## src/rtl/axi_pkg.sv

```systemverilog
// Shared AXI4 read-channel types and constants.
// Used by the SRAM read responder and its FIFOs.
package axi_pkg;

  localparam int ADDR_W    = 32;
  localparam int DATA_W    = 32;
  localparam int ID_W      = 4;
  localparam int DATA_BYTE = DATA_W / 8;
  localparam int BYTE_SH   = $clog2(DATA_BYTE);

  localparam logic [1:0] AXI_BURST_FIXED = 2'b00;
  localparam logic [1:0] AXI_BURST_INCR  = 2'b01;
  localparam logic [1:0] AXI_BURST_WRAP  = 2'b10;

  localparam logic [1:0] AXI_RESP_OKAY   = 2'b00;
  localparam logic [1:0] AXI_RESP_SLVERR = 2'b10;

  typedef struct packed {
    logic [ID_W-1:0]   id;
    logic [ADDR_W-1:0] addr;
    logic [7:0]        len;
    logic [2:0]        size;
    logic [1:0]        burst;
    logic              err;
  } ArReq;

  typedef struct packed {
    logic [ID_W-1:0]   id;
    logic [DATA_W-1:0] data;
    logic [1:0]        resp;
    logic              last;
  } RBeat;

  // Byte mask of one wrap block: (len+1)<<size - 1.
  function automatic logic [ADDR_W-1:0] wrap_mask(
    input logic [7:0] len,
    input logic [2:0] size
  );
    return ((ADDR_W'(len) + ADDR_W'(1)) << size) - ADDR_W'(1);
  endfunction

endpackage

```

## src/rtl/axi_rd_responder_fifo.sv

```systemverilog
// Synchronous FIFO with registered storage and combinational head.
// DEPTH must be a power of two.
module sync_fifo #(
  parameter type T     = logic,
  parameter int  DEPTH = 2,
  localparam int PW    = (DEPTH > 1) ? $clog2(DEPTH) : 1,
  localparam int CW    = $clog2(DEPTH) + 1
) (
  input  logic          clk,
  input  logic          rst,
  input  logic          push_i,
  input  T              wdata_i,
  input  logic          pop_i,
  output T              rdata_o,
  output logic [CW-1:0] count_o
);

  T              mem_q [DEPTH];
  logic [PW-1:0] wptr_q, rptr_q;
  logic [CW-1:0] cnt_q;

  always_ff @(posedge clk or posedge rst) begin
    if (rst) begin
      wptr_q <= '0;
      rptr_q <= '0;
      cnt_q  <= '0;
    end else begin
      if (push_i) wptr_q <= wptr_q + PW'(1);
      if (pop_i)  rptr_q <= rptr_q + PW'(1);
      unique case ({push_i, pop_i})
        2'b10:   cnt_q <= cnt_q + CW'(1);
        2'b01:   cnt_q <= cnt_q - CW'(1);
        default: cnt_q <= cnt_q;
      endcase
    end
  end

  always_ff @(posedge clk) begin
    if (push_i) mem_q[wptr_q] <= wdata_i;
    if (!rst) begin
      assert (!(push_i && !pop_i && cnt_q == CW'(DEPTH)))
        else $error("sync_fifo overflow");
      assert (!(pop_i && cnt_q == '0))
        else $error("sync_fifo underflow");
    end
  end

  assign rdata_o = mem_q[rptr_q];
  assign count_o = cnt_q;

endmodule

```

## src/rtl/axi_rd_responder.sv

```systemverilog
// AXI4 read responder in front of a 1-cycle-latency SRAM.
// In-order FIXED/INCR/WRAP bursts with r_ready backpressure.
module axi_rd_responder
  import axi_pkg::*;
#(
  parameter int                MEM_AW     = 14,
  parameter logic [ADDR_W-1:0] MEM_BASE   = '0,
  parameter int                AR_DEPTH   = 2,
  parameter int                RESP_DEPTH = 4
) (
  input  logic              clk,
  input  logic              rst,
  input  logic              ar_valid,
  output logic              ar_ready,
  input  logic [ID_W-1:0]   ar_id,
  input  logic [ADDR_W-1:0] ar_addr,
  input  logic [7:0]        ar_len,
  input  logic [2:0]        ar_size,
  input  logic [1:0]        ar_burst,
  output logic              r_valid,
  input  logic              r_ready,
  output logic [ID_W-1:0]   r_id,
  output logic [DATA_W-1:0] r_data,
  output logic [1:0]        r_resp,
  output logic              r_last,
  output logic              mem_en,
  output logic [MEM_AW-1:0] mem_addr,
  input  logic [DATA_W-1:0] mem_rdata
);

  localparam int ACW = $clog2(AR_DEPTH) + 1;
  localparam int RCW = $clog2(RESP_DEPTH) + 1;

  localparam logic [0:0] S_IDLE  = 1'b0;
  localparam logic [0:0] S_BURST = 1'b1;

  localparam logic [ADDR_W:0] WIN_LO = {1'b0, MEM_BASE};
  localparam logic [ADDR_W:0] WIN_HI =
    WIN_LO + ((ADDR_W+1)'(1) << (MEM_AW + BYTE_SH));

  function automatic logic in_win(input logic [ADDR_W:0] a);
    return (a >= WIN_LO) && (a < WIN_HI);
  endfunction

  // Request classification at enqueue
  logic [ADDR_W-1:0] ar_mask;
  logic [ADDR_W:0]   ar_first, ar_lasta;
  logic              wrap_ok, ar_err, ar_push;
  ArReq              ar_req;

  always_comb begin
    ar_mask  = wrap_mask(ar_len, ar_size);
    wrap_ok  = ar_len inside {8'd1, 8'd3, 8'd7, 8'd15};
    ar_first = {1'b0, ar_addr};
    unique case (ar_burst)
      AXI_BURST_FIXED: ar_lasta = ar_first;
      AXI_BURST_WRAP:  ar_lasta = {1'b0, (ar_addr & ~ar_mask) |
        ((ar_addr + (ADDR_W'(ar_len) << ar_size)) & ar_mask)};
      default: ar_lasta =
        ar_first + ((ADDR_W+1)'(ar_len) << ar_size);
    endcase
    ar_err = (ar_size > 3'(BYTE_SH))
           | (ar_burst == 2'b11)
           | ((ar_burst == AXI_BURST_WRAP) & ~wrap_ok)
           | ~in_win(ar_first)
           | ~in_win(ar_lasta);
  end

  assign ar_req = '{id: ar_id, addr: ar_addr, len: ar_len,
                    size: ar_size, burst: ar_burst, err: ar_err};

  logic [ACW-1:0] arq_cnt;
  logic [RCW-1:0] resp_cnt;
  ArReq           head;
  RBeat           rhead, rbeat;
  logic           ar_pop, r_pop;

  assign ar_ready = (arq_cnt != ACW'(AR_DEPTH));
  assign ar_push  = ar_valid & ar_ready;

  sync_fifo #(.T(ArReq), .DEPTH(AR_DEPTH)) u_arq (
    .clk     (clk),
    .rst     (rst),
    .push_i  (ar_push),
    .wdata_i (ar_req),
    .pop_i   (ar_pop),
    .rdata_o (head),
    .count_o (arq_cnt)
  );

  // Beat generator
  logic [0:0]        state_q, state_d;
  logic [ADDR_W-1:0] cur_q, cur_d, beat_addr, next_addr;
  logic [ADDR_W-1:0] step, mask;
  logic [7:0]        cnt_q, cnt_d, beat_cnt;
  logic              s1_valid_q, s1_err_q, s1_last_q;
  logic [ID_W-1:0]   s1_id_q;
  logic              active, credit, issue, is_last;

  assign r_valid = (resp_cnt != '0);
  assign r_pop   = r_valid & r_ready;

  always_comb begin
    active    = (arq_cnt != '0);
    beat_addr = (state_q == S_BURST) ? cur_q : head.addr;
    beat_cnt  = (state_q == S_BURST) ? cnt_q : 8'd0;
    // Reserve a slot for the beat already in the SRAM stage
    credit    = (int'(resp_cnt) + int'(s1_valid_q) - int'(r_pop))
                < RESP_DEPTH;
    issue     = active & credit;
    is_last   = (beat_cnt == head.len);
    ar_pop    = issue & is_last;
    step      = ADDR_W'(1) << head.size;
    mask      = wrap_mask(head.len, head.size);
    unique case (head.burst)
      AXI_BURST_FIXED: next_addr = beat_addr;
      AXI_BURST_WRAP:  next_addr = (beat_addr & ~mask) |
                                   ((beat_addr + step) & mask);
      default:         next_addr = beat_addr + step;
    endcase
    state_d = state_q;
    cur_d   = cur_q;
    cnt_d   = cnt_q;
    if (issue) begin
      if (is_last) begin
        state_d = S_IDLE;
      end else begin
        state_d = S_BURST;
        cur_d   = next_addr;
        cnt_d   = beat_cnt + 8'd1;
      end
    end
  end

  assign mem_en   = issue & ~head.err;
  assign mem_addr = MEM_AW'((beat_addr - MEM_BASE) >> BYTE_SH);

  always_ff @(posedge clk or posedge rst) begin
    if (rst) begin
      state_q    <= S_IDLE;
      cur_q      <= '0;
      cnt_q      <= '0;
      s1_valid_q <= 1'b0;
      s1_err_q   <= 1'b0;
      s1_last_q  <= 1'b0;
      s1_id_q    <= '0;
    end else begin
      state_q    <= state_d;
      cur_q      <= cur_d;
      cnt_q      <= cnt_d;
      s1_valid_q <= issue;
      s1_err_q   <= head.err;
      s1_last_q  <= is_last;
      s1_id_q    <= head.id;
    end
  end

  assign rbeat = '{id:   s1_id_q,
                   data: s1_err_q ? '0 : mem_rdata,
                   resp: s1_err_q ? AXI_RESP_SLVERR : AXI_RESP_OKAY,
                   last: s1_last_q};

  sync_fifo #(.T(RBeat), .DEPTH(RESP_DEPTH)) u_rbuf (
    .clk     (clk),
    .rst     (rst),
    .push_i  (s1_valid_q),
    .wdata_i (rbeat),
    .pop_i   (r_pop),
    .rdata_o (rhead),
    .count_o (resp_cnt)
  );

  assign r_id   = r_valid ? rhead.id   : '0;
  assign r_data = r_valid ? rhead.data : '0;
  assign r_resp = r_valid ? rhead.resp : '0;
  assign r_last = r_valid & rhead.last;

endmodule

```

## config.mk

```make
export PLATFORM = sky130hd
export DESIGN_NAME = axi_rd_responder
export DESIGN_NICKNAME = d
export VERILOG_FILES = /design/src/rtl/axi_pkg.sv /design/src/rtl/axi_rd_responder_fifo.sv /design/src/rtl/axi_rd_responder.sv
export SDC_FILE = /design/constraint.sdc
export NUM_CORES = 1
export LEC_CHECK = 0
export BUFFER_PORTS_ARGS = -buffer_cell sky130_fd_sc_hd__buf_2
export CAP_MARGIN = 5
export CORE_MARGIN = 2
export CORE_UTILIZATION = 29
export DETAILED_ROUTE_END_ITERATION = 10
export GPL_TIMING_DRIVEN = 0
export SLEW_MARGIN = 20
export SYNTH_ARGS = -nofsm -noshare
export SYNTH_HDL_FRONTEND = slang
export SYNTH_HIERARCHICAL = 1
export SYNTH_SLANG_ARGS = --single-unit
export TNS_END_PERCENT = 10
```

## constraint.sdc

```tcl
create_clock -name clk -period 11.85 [get_ports clk]
set_clock_uncertainty 0.15 [all_clocks]
set_input_delay 2.37 -clock clk [delete_from_list [all_inputs] [get_ports clk]]
set_output_delay 2.37 -clock clk [all_outputs]
set_load 0.02 [all_outputs]
```

==> impl_results.md <==
* Fill cells at 4683
* Area growth syn-to-layout at 17.3%
* Hold Crit Class: flop to flop
* Max_cap viols at 0
* Worst Hold Depth at 1
* Die area at 50600 um2
* Worst-path maximum fanout at 4
* Postcts setup bufs at 0
* Slew at the pin closest to its max-slew limit at 0.771 ns
* Drt wl/cell at 17.9 um
* Vias in the first global route at 9436
* Die Wd at 225 um
* Dpl hpwl at 24200 um
* Clock buffer depth at 3
* H-tree depth at 1
* RePlAce Congestion at 0.859
* Initial antenna violation count at 1
* Initial Util at 29.5%
* N_diodes at 0
* Crit path launch type: input port
* Largest net degree at the start of global routing at 40
* CTS sink cnt at 267
* Number of port buffers at 140
* Req. time, crit path at 9.33 ns
* Net count, final at 1389
* Die Y at 225 um
* Share of cells above drive strength 1 at 25.8%
* DR vias/cell at 4.97
* Post-cts sizing count at 0
* Yosys warns at 6
* Most frequent cells in the layout: edfxtp_1, buf_2, nor2b_1
* Synthesized cell area at 14100 um2
* Peak Freq at 0.141 GHz
* Max-slew violation total from the final report at 0
* Arrival @ worst endpoint at 4.58 ns
* Final Hold Viols at 0
* GRT Residual Overflow at 0
* Overall routing resource usage at 13.3%
* Iteration-0 DRC Markers at 550
* Pwr/cell area at 228 nW/um2
* Flop2flop setup slack at 6.80 ns
* Leakage Power at 6.23 nW
* Status: finished clean
* First drt pass iteration count at 5
* Overall routed net length at 34000 um
* DRC errors left at 0
* Clk_lat worst skew at 0.57 ns
* Worst vdd ir at 0.000101 V
* Mapped Cells at 1087
* Minimum clock period at 7.10 ns
* Critical Path End Type: output pin
* CTS buffer count at 30
* Worst reg-to-reg path cell count at 15
* Slew headroom at 48.5%
* Crit Path Category: input port to output pin
* Final setup violation count at 0
* Clock root buffer: clkbuf_16
* Tot Pwr at 3.78 mW
* Total negative setup slack at 0 ns
* RSZ-0062 raised after global routing: no
* Reg clk slew, reported paths at 0.06 ns
* Post-route ant nets at 0
* TritonCTS clock tree: yes
* Core area at 47900 um2
* First-pass GRT wire length at 53100 um
* IO Count at 141
* Syn Area/Cell at 13.0 um2
* # hold bufs at CTS at 0
* Vias at 9444
* Row Count at 80
* Final Cycle Share at 59.9%
* Most common cell after layout, fill and taps aside: edfxtp_1
==> per-layer routing <==
metal	vias up	wire length, um	track usage (%)
met5	-	13	0
met4	2	734	3.40
met3	54	1410	1.94
met2	264	16500	22.7
met1	4667	15400	17.6
li1	4457	-	-
==> final cells by class <==
| cell class | instances | area [um2] | share of cell area, % |
|---|---|---|---|
| Multi-Input combinational cell | 723 | 5810 | 35.0 |
| Clock buffer | 36 | 773 | 4.66 |
| Inverter | 39 | 146 | 0.882 |
| Sequential cell | 267 | 7800 | 47.0 |
| Tap cell | 615 | 769 | 4.63 |
| Buffer | 61 | 422 | 2.54 |
| Clock inverter | 17 | 135 | 0.814 |
| Timing Repair Buffer | 142 | 741 | 4.46 |
==> worst max-delay path, stage by stage <==
cell and delay [ns]:
buf_2 0.07, nor2b_1 0.37, ha_1 0.22, inv_1 0.04
ha_1 0.26, a31oi_1 0.27, nand2_1 0.11, o32ai_1 0.26
o22ai_1 0.16, nor2_1 0.23, buf_2 0.21
==> power breakdown <==
| part | total [mW] | internal [mW] | switching [mW] | leakage [nW] |
|---|---|---|---|---|
| clock network | 0.854 | 0.486 | 0.367 | 0.440 |
| registers | 1.33 | 1.24 | 0.0804 | 2.61 |
| logic | 1.60 | 0.641 | 0.962 | 3.18 |
==> sequential cells by signal (all words and copies together), names as in the netlist <==
| signal | cells |
|---|---|
| u_arq/count_o | 2 |
| u_rbuf/mem_q | 156 |
| u_rbuf/wptr_q | 2 |
| u_arq/wptr_q | 1 |
| u_arq/mem_q | 68 |
| cnt_q | 8 |
| u_arq/rptr_q | 1 |
| u_rbuf/count_o | 3 |
| state_q | 1 |
| cur_q | 16 |
| s1_valid_q | 1 |
| s1_err_q | 1 |
| s1_last_q | 1 |
| u_rbuf/rptr_q | 2 |
| s1_id_q | 4 |
==> path summary, 6_finish.rpt <==
kind	from	endpoint
setup / recovery	r_ready	mem_en
hold / removal	u_arq/mem_q[1][47]	s1_id_q[1]
setup reg to reg	state_q	cur_q[14]
hold reg to reg	u_arq/mem_q[1][47]	s1_id_q[1]
max in group asynchronous	rst	cur_q[3]
min in group asynchronous	rst	u_arq/wptr_q
==> through the flow <==
| stage | utilization (%) | area [um2] | setup slack (ns) | hold WS, ns | instances |
|---|---|---|---|---|---|
| detailed placement | 32.7 | 15700 | 4.66 | 0.313 | 1847 |
| global placement | 32.6 | 15600 | 4.76 | 0.309 | 1845 |
| floorplan | - | 14200 | 5.32 | 0.293 | 1090 |
| global route | 34.6 | 16600 | 4.53 | 0.347 | 1900 |
| finish | 34.6 | 16600 | 4.75 | 0.333 | 1900 |
| CTS | 34.6 | 16600 | 4.66 | 0.337 | 1900 |
Power figures use the tool's default switching activity.
